[src/rtl/instr_dispatch.sv]
// Instruction fetch/dispatch sequencer: fetches from a 1-cycle-latency program ROM,
// hands the instruction word to external execute FSMs and supervises them with a watchdog.
module instr_dispatch #(
   parameter int          PC_W    = 8,
   parameter logic [15:0] OP_MASK = 16'h00FE,
   parameter int          TIMEOUT = 32
) (
   input  logic            clk,
   input  logic            rst,
   input  logic            run,
   input  logic [15:0]     mem_data,
   input  logic            pc_inc,
   input  logic            op_done,
   output logic [PC_W-1:0] mem_addr,
   output logic [15:0]     ir,
   output logic            exec_en,
   output logic            halted,
   output logic            err,
   output logic [15:0]     retired
);

   localparam int WD_W = $clog2(TIMEOUT + 1);

   typedef enum logic [2:0] {
      S_IDLE  = 3'd0,
      S_FETCH = 3'd1,
      S_LOAD  = 3'd2,
      S_EXEC  = 3'd3,
      S_FLUSH = 3'd4,
      S_HALT  = 3'd5
   } state_t;

   state_t          state_reg, state_next;
   logic [PC_W-1:0] pc_reg, pc_next;
   logic [15:0]     ir_reg, ir_next;
   logic            err_reg, err_next;
   logic [15:0]     retired_reg, retired_next;
   logic [WD_W-1:0] wd_reg, wd_next;
   // Set when the instruction now flushing was aborted, so it is not counted as retired.
   logic            skip_reg, skip_next;

   logic [3:0]      opcode;
   logic            op_supported;
   logic            wd_expired;
   logic            timeout_hit;

   assign opcode       = mem_data[15:12];
   assign op_supported = OP_MASK[opcode];
   assign wd_expired   = (wd_reg == WD_W'(TIMEOUT - 1));
   assign timeout_hit  = (state_reg == S_EXEC) && !op_done && wd_expired;

   always_ff @(posedge clk) begin
      if (!rst) begin
         state_reg   <= S_IDLE;
         pc_reg      <= '0;
         ir_reg      <= '0;
         err_reg     <= 1'b0;
         retired_reg <= '0;
         wd_reg      <= '0;
         skip_reg    <= 1'b0;
      end else begin
         state_reg   <= state_next;
         pc_reg      <= pc_next;
         ir_reg      <= ir_next;
         err_reg     <= err_next;
         retired_reg <= retired_next;
         wd_reg      <= wd_next;
         skip_reg    <= skip_next;
      end
   end

   always_comb begin
      state_next   = state_reg;
      pc_next      = pc_reg;
      ir_next      = ir_reg;
      err_next     = err_reg;
      retired_next = retired_reg;
      wd_next      = wd_reg;
      skip_next    = skip_reg;

      case (state_reg)
         S_IDLE: begin
            if (run) state_next = S_FETCH;
         end

         S_FETCH: begin
            state_next = S_LOAD;
         end

         S_LOAD: begin
            ir_next = mem_data;
            if (opcode == 4'hF) begin
               state_next = S_HALT;
            end else if (opcode == 4'h0) begin
               pc_next    = pc_reg + 1'b1;
               skip_next  = 1'b0;
               state_next = S_FLUSH;
            end else if (op_supported) begin
               wd_next    = '0;
               state_next = S_EXEC;
            end else begin
               err_next   = 1'b1;
               skip_next  = 1'b1;
               pc_next    = pc_reg + 1'b1;
               state_next = S_FLUSH;
            end
         end

         S_EXEC: begin
            // A timeout still honours a pc_inc raised in the same cycle.
            pc_next = pc_reg + PC_W'(pc_inc) + PC_W'(timeout_hit);
            if (op_done) begin
               skip_next  = 1'b0;
               state_next = S_FLUSH;
            end else if (wd_expired) begin
               err_next   = 1'b1;
               skip_next  = 1'b1;
               state_next = S_FLUSH;
            end else begin
               wd_next = wd_reg + 1'b1;
            end
         end

         S_FLUSH: begin
            ir_next = '0;
            if (!skip_reg) retired_next = retired_reg + 1'b1;
            state_next = run ? S_FETCH : S_IDLE;
         end

         S_HALT: begin
            state_next = S_HALT;
         end

         default: begin
            state_next = S_IDLE;
         end
      endcase
   end

   assign mem_addr = pc_reg;
   assign ir       = ir_reg;
   assign err      = err_reg;
   assign retired  = retired_reg;
   assign exec_en  = (state_reg == S_EXEC);
   assign halted   = (state_reg == S_HALT);

endmodule

[config.mk]
export PLATFORM = sky130hd
export DESIGN_NAME = instr_dispatch
export DESIGN_NICKNAME = d
export VERILOG_FILES = /design/src/rtl/instr_dispatch.sv
export SDC_FILE = /design/constraint.sdc
export NUM_CORES = 1
export LEC_CHECK = 0
export ABC_AREA = 1
export CORE_MARGIN = 2
export CORE_UTILIZATION = 45
export DETAILED_ROUTE_END_ITERATION = 8
export PLACE_DENSITY = 0.76
export SETUP_SLACK_MARGIN = 0.4
export SYNTH_ARGS = -nofsm -noshare
export SYNTH_HDL_FRONTEND = slang
export SYNTH_SLANG_ARGS = --single-unit
[constraint.sdc]
create_clock -name clk -period 2.1 [get_ports clk]
set_input_delay 0.42 -clock clk [delete_from_list [all_inputs] [get_ports clk]]
set_output_delay 0.42 -clock clk [all_outputs]
set_load 0.1 [all_outputs]
## Yosys cells after proc, flatten, opt, wreduce, memory -nomap -nowiden

Memories as Yosys holds them, arrays and structs flattened.
Cells that the tools add are included.
W data, S select, Z words.

- $add $sub $neg: 5
- Magnitude comparators: 1
- Eq/ne operators: 17
- Muxes and demuxes: 30
- Bitwise gates (word level): 1
- Reductions and logical operators: 13

Operator list:

| operator | count |
|---|---|
| $pmux W16 S2 | 1 |
| $mux W6 | 5 |
| $mux W8 | 3 |
| $mux W3 | 6 |
| $pmux W3 S6 | 1 |
| $add A16 B1 Y16 const B | 1 |
| $add A8 B1 Y8 | 2 |
| $pmux W8 S2 | 1 |
| $ne A2 B2 Y1 const B | 7 |
| $pmux W6 S2 | 1 |
| $reduce_and A6 Y1 | 2 |
| $mux W1 | 10 |
| $add A8 B1 Y8 const B | 1 |
| $add A6 B1 Y6 const B | 1 |
| $eq A3 B2 Y1 const B | 2 |
| $eq A3 B3 Y1 const B | 2 |
| $eq A6 B5 Y1 const B | 1 |
| $lt A4 B5 Y1 const B | 1 |
| $eq A4 B4 Y1 const B | 1 |
| $logic_not A4 Y1 | 1 |
| $pmux W1 S2 | 2 |
| $reduce_and A2 Y1 | 2 |
| $reduce_and A4 Y1 | 1 |
| $reduce_bool A2 Y1 | 2 |
| 9 further kinds | 10 |

- Register bits after elaboration: 51
- Bits in read-only memories: 16
- Input bits: 21
- Memories kept: 1

Memories:

| memory | words | width | rd ports | clocked after Yosys merged registers in | wr ports | line | text |
|---|---|---|---|---|---|---|---|
| (no name shown) | 16 | 1 | 1 | 0 | 0 | 48 | `assign op_supported = OP_MASK[opcode];` |

## Logic depth before layout (Yosys ltp)

- Depth in word-level cells: 6
- Gate-level depth with buffers: 14
- Gate-level depth less buffers: 14

## Least setup slack after synthesis

Ideal clock, no wire load.

- Path type: register to register
- Start: register pc_reg[0] (netlist: mem_addr[0])
- End: register pc_reg[7] (netlist: mem_addr[7])
- Arrival time: 2144 ps
- Required time: 1983 ps
- Path slack: -161 ps
- Stages on the path, launching flop included: 11
- Path buffers: 0
- Clock period less this slack: 2261 ps
- Cells stage by stage: dfxtp_1 fa_1 inv_1 nor2_1 nand2_2 nand2_2 nand3_2 nor2_2 nand2_1 nand2_1 nor2_1

- Word-level cells in the longest chain between the ends: 5
- Elaborated cells on any way between the ends: 7

Ends and longest elaborated chain:

| item | line | text |
|---|---|---|
| start, declared | 34 | `logic [PC_W-1:0] pc_reg, pc_next;` |
| start signal, assigned | 63 | `pc_reg <= pc_next;` |
| branches (longest 4 deep; another with $add A8 B1 Y8) | n/a |  |
| $pmux W8 S2 * | 81 | `case (state_reg)` |

Every way passes the cells marked *. The select of a mux whose other input is x is not followed.
A chain may end at the register's enable or synchronous reset.

## Worst setup path in the final report

- Start: register wd_reg[1]
- End: register pc_reg[4] (netlist: mem_addr[4])

- Word-level cells in the longest chain between the ends: 4

Ends and longest elaborated chain:

| item | line | text |
|---|---|---|
| start, declared | 38 | `logic [WD_W-1:0] wd_reg, wd_next;` |
| start signal, assigned | 67 | `wd_reg <= wd_next;` |
| $eq A6 B5 Y1 | 49 | `assign wd_expired = (wd_reg == WD_W'(TIMEOUT - 1));` |
| $logic_and A1 B1 Y1 | 50 | `assign timeout_hit = (state_reg == S_EXEC) && !op_done && wd_expired;` |
| $add A8 B1 Y8 | 111 | `pc_next = pc_reg + PC_W'(pc_inc) + PC_W'(timeout_hit);` |
| $pmux W8 S2 | 81 |  |

Every way passes these cells.

==> flow_summary_export.csv <==
group,metric,value,unit
die,die_h,82.1,um
die,io_pins,64,
clock_tree,clock_path_buffers,2,
placement,place_ws,-275,ps
critical_path,cpMostUsedCell,"nand2_1",
power_and_ir_drop,power,2.63,mW
critical_path,cp_max_fo,4,
sta,slew_viol_final,0,
layout,final_nets,508,
route,first_pass_iters,4,
sta,hold_violations,0,
placement,place_congestion,0.849,
die,die_w,82.1,um
yosys,postSynthAreaPerCell,6.74,sq um
die,rows,28,
worst_hold_path,hold_end,"retired[0]$_SDFFE_PN0P_",
route,post_drt_wl_per_cell,12.6,um
sta,worst_slew_pin_slew,546,ps
yosys,synth_cell_types,31,
clock_tree,ctsHoldBuffers,0,
route,via_per_inst,5.09,
die,initial_core_util,0.463,
critical_path,cp_num_buf_inv,0,
sta,setup_ws,231,ps
critical_path,crit_path_max_incr_delay,430,ps
yosys,synthAdderAreaFrac,0.0255,
layout,fin_area,3710,sq um
yosys,netlist_instances,407,
yosys,yosysWarnings,0,
sta,fmax,535,MHz
route,top_layer_used,"met4",
power_and_ir_drop,max-vdd-ir-drop,0.567,mV
worst_hold_path,holdPathStages,1,
global_routing,antenna_found_initial,0,
critical_path,cp_data_arrival_time,2110,ps
die,die_area,6740,sq um
clock_tree,cts_inserted_buffers,5,
layout,fillers,553,
yosys,syn_nets,433,
route,drcViolationCount,0,
critical_path,r2r_slack,230,ps
global_routing,grt_use_total,0.218,
sta,skew,11.1,ps
critical_path,critical_path_depth,11,
clock_tree,cts_tree,"built",
placement,dpl.hpwl,4990,um
clock_tree,cts.sinks,51,
sta,rsz0062_at_grt,"true",
critical_path,r2r_end,"mem_addr[4]$_SDFFE_PN0P_",
yosys,synth_compound_area_frac,0.128,
yosys,synth-xor-area-share,0.0319,
route,antenna_left,0,
critical_path,startpoint_type,"register",
global_routing,grt_max_degree,19,
clock_tree,insertion_delay,310,ps
route,dr_wl_met2,3320,um
critical_path,worstSetupPathType,"register to register",
route,num_vias,2838,
clock_tree,root_buffer,"clkbuf_8",
critical_path,critical_path.top_delay_family,"adder cells",
route,drt-met1-wl,3110,um
sta,finalCriticalPeriod,1870,ps
outcome,outcome,"completed",
yosys,synth_top_family_by_area,"simple AND/OR/NAND/NOR gates",
yosys,synth_mux_area_frac,0,
clock_tree,clk_pin_slew,100,ps
route,drt_iter0_markers,229,
critical_path,reg2reg_depth,11,
worst_hold_path,worstHoldStart,"retired[0]$_SDFFE_PN0P_",
global_routing,grt_pass1_vias,2559,
yosys,netlist_area,2740,sq um
power_and_ir_drop,leakage,1.47,nW
die,coreArea,5920,sq um
sta,finalCritPeriodShare,0.890,
layout,n_antenna_cell,0,
critical_path,cpMaxStageDelayCell,"fa_2",
worst_hold_path,hp-class,"register to register",
global_routing,grt_remaining_overflow,0,
sta,maxSlewHeadroom,0.635,
critical_path,r2r_start,"wd_reg[1]$_SDFFE_PN0P_",
yosys,synth_seq_cells,51,
critical_path,path_cells,"ha_4 -> nand3_4 -> nor3_4 -> fa_2 -> ha_4 -> nand3_2 -> xor2_1 -> nand2_1 -> nand2_1 -> nand2_1 -> a21oi_1",
power_and_ir_drop,power.density,708,nW/um^2
critical_path,endpoint_kind,"register",
run,cap_violations,0,
layout,drive_gt1_frac,0.280,
critical_path,crit_start,"wd_reg[1]$_SDFFE_PN0P_",
route,wl_met3,483,um
sta,hold_slack,469,ps
yosys,synth_seq_area_share,0.372,
critical_path,crit_required,2340,ps
clock_tree,htree_levels,2,
global_routing,grt_pass1_wl,11500,um
yosys,synthSimpleGateAreaFrac,0.363,
placement,placed_area,3480,sq um
layout,area_delta_synth_final,35.4,%
sta,setup_violations,0,
placement,portBuffers,63,
route,routed_wirelength,7030,um
[through the flow]
step | std cells | util | TNS [ps]
2_1_floorplan | 407 | - | 0
3_3_place_gp | 542 | 0.587 | -695
3_5_place_dp | 542 | 0.587 | -1010
4_1_cts | 555 | 0.620 | 0
5_1_grt | 558 | 0.627 | 0
6_report | 558 | 0.627 | 0
[worst max path at each step]
stage	to	slack, ps
global placement	mem_addr[4]$_SDFFE_PN0P_	-220
detailed placement	mem_addr[4]$_SDFFE_PN0P_	-280
CTS	mem_addr[4]$_SDFFE_PN0P_	260
finish	mem_addr[4]$_SDFFE_PN0P_	230
global route	mem_addr[4]$_SDFFE_PN0P_	120
floorplan	mem_addr[7]$_SDFFE_PN0P_	250
[final cells by class]
| class | instances | area, sq um | share of cell area |
|---|---|---|---|
| Inverter | 42 | 160 | 0.0431 |
| Multi-Input combinational cell | 302 | 1600 | 0.430 |
| Tap cell | 75 | 93.8 | 0.0253 |
| Sequential cell | 51 | 1060 | 0.286 |
| Clock buffer | 8 | 123 | 0.0330 |
| Timing Repair Buffer | 80 | 678 | 0.183 |
[placed cells by master, fill, tap and decap left out, types with 7 or more instances in the layout]
cell type and instances:
nand2_1 109, buf_4 57, a21oi_1 44, nor2_1 42, nand3_1 32, inv_1 31, dfxtp_1 25, dfxtp_2 22
clkdlybuf4s50_1 19, o21ai_1 10, o21ai_0 10, inv_2 8, xor2_1 7
[cells in the mapped netlist, drive strengths merged]
cell type | instances | area share
clkinv | 2 | 0.0027
a21oi | 45 | 0.083
nor2 | 52 | 0.087
fa | 1 | 0.0073
nor3 | 7 | 0.013
nor3b | 2 | 0.0073
o211ai | 1 | 0.0027
nand3 | 40 | 0.085
dfxtp | 51 | 0.37
xnor2 | 3 | 0.0096
ha | 4 | 0.018
buf | 5 | 0.012
clkbuf | 7 | 0.0096
a31oi | 1 | 0.0023
nand2 | 118 | 0.17
inv | 40 | 0.055
o21ai | 20 | 0.036
o31ai | 1 | 0.0027
xor2 | 7 | 0.022
[kinds of logic after synthesis]
| family | after synthesis |
|---|---|
| AO/OA/AOI/OAI | 68 |
| XOR/XNOR | 10 |
| buffers and inverters | 54 |
| flip-flops | 51 |
| AND/OR/NAND/NOR | 219 |
| adder cells (fa/ha/maj) | 5 |
[metal layers]
layer	vias to the layer above	track usage
li1	1455	-
met1	1290	0.275
met2	83	0.363
met3	10	0.0604
met4	0	0.0617
met5	-	0
[where the power goes]
group,total [mW],internal (mW),switching [mW]
sequential,1.08,1.03,0.0535
combinational,0.828,0.231,0.597
clock,0.715,0.381,0.334
total,2.63,1.64,0.985
[what timing repair did]
item                                    4_1_cts  5_1_grt
buffers inserted                              5        3
resized for setup                            10        5
gates cloned                                  0        0
endpoints found under the setup margin       10       11
pin swaps                                    11        3
No activity file was read; power rests on OpenSTA's default activity.
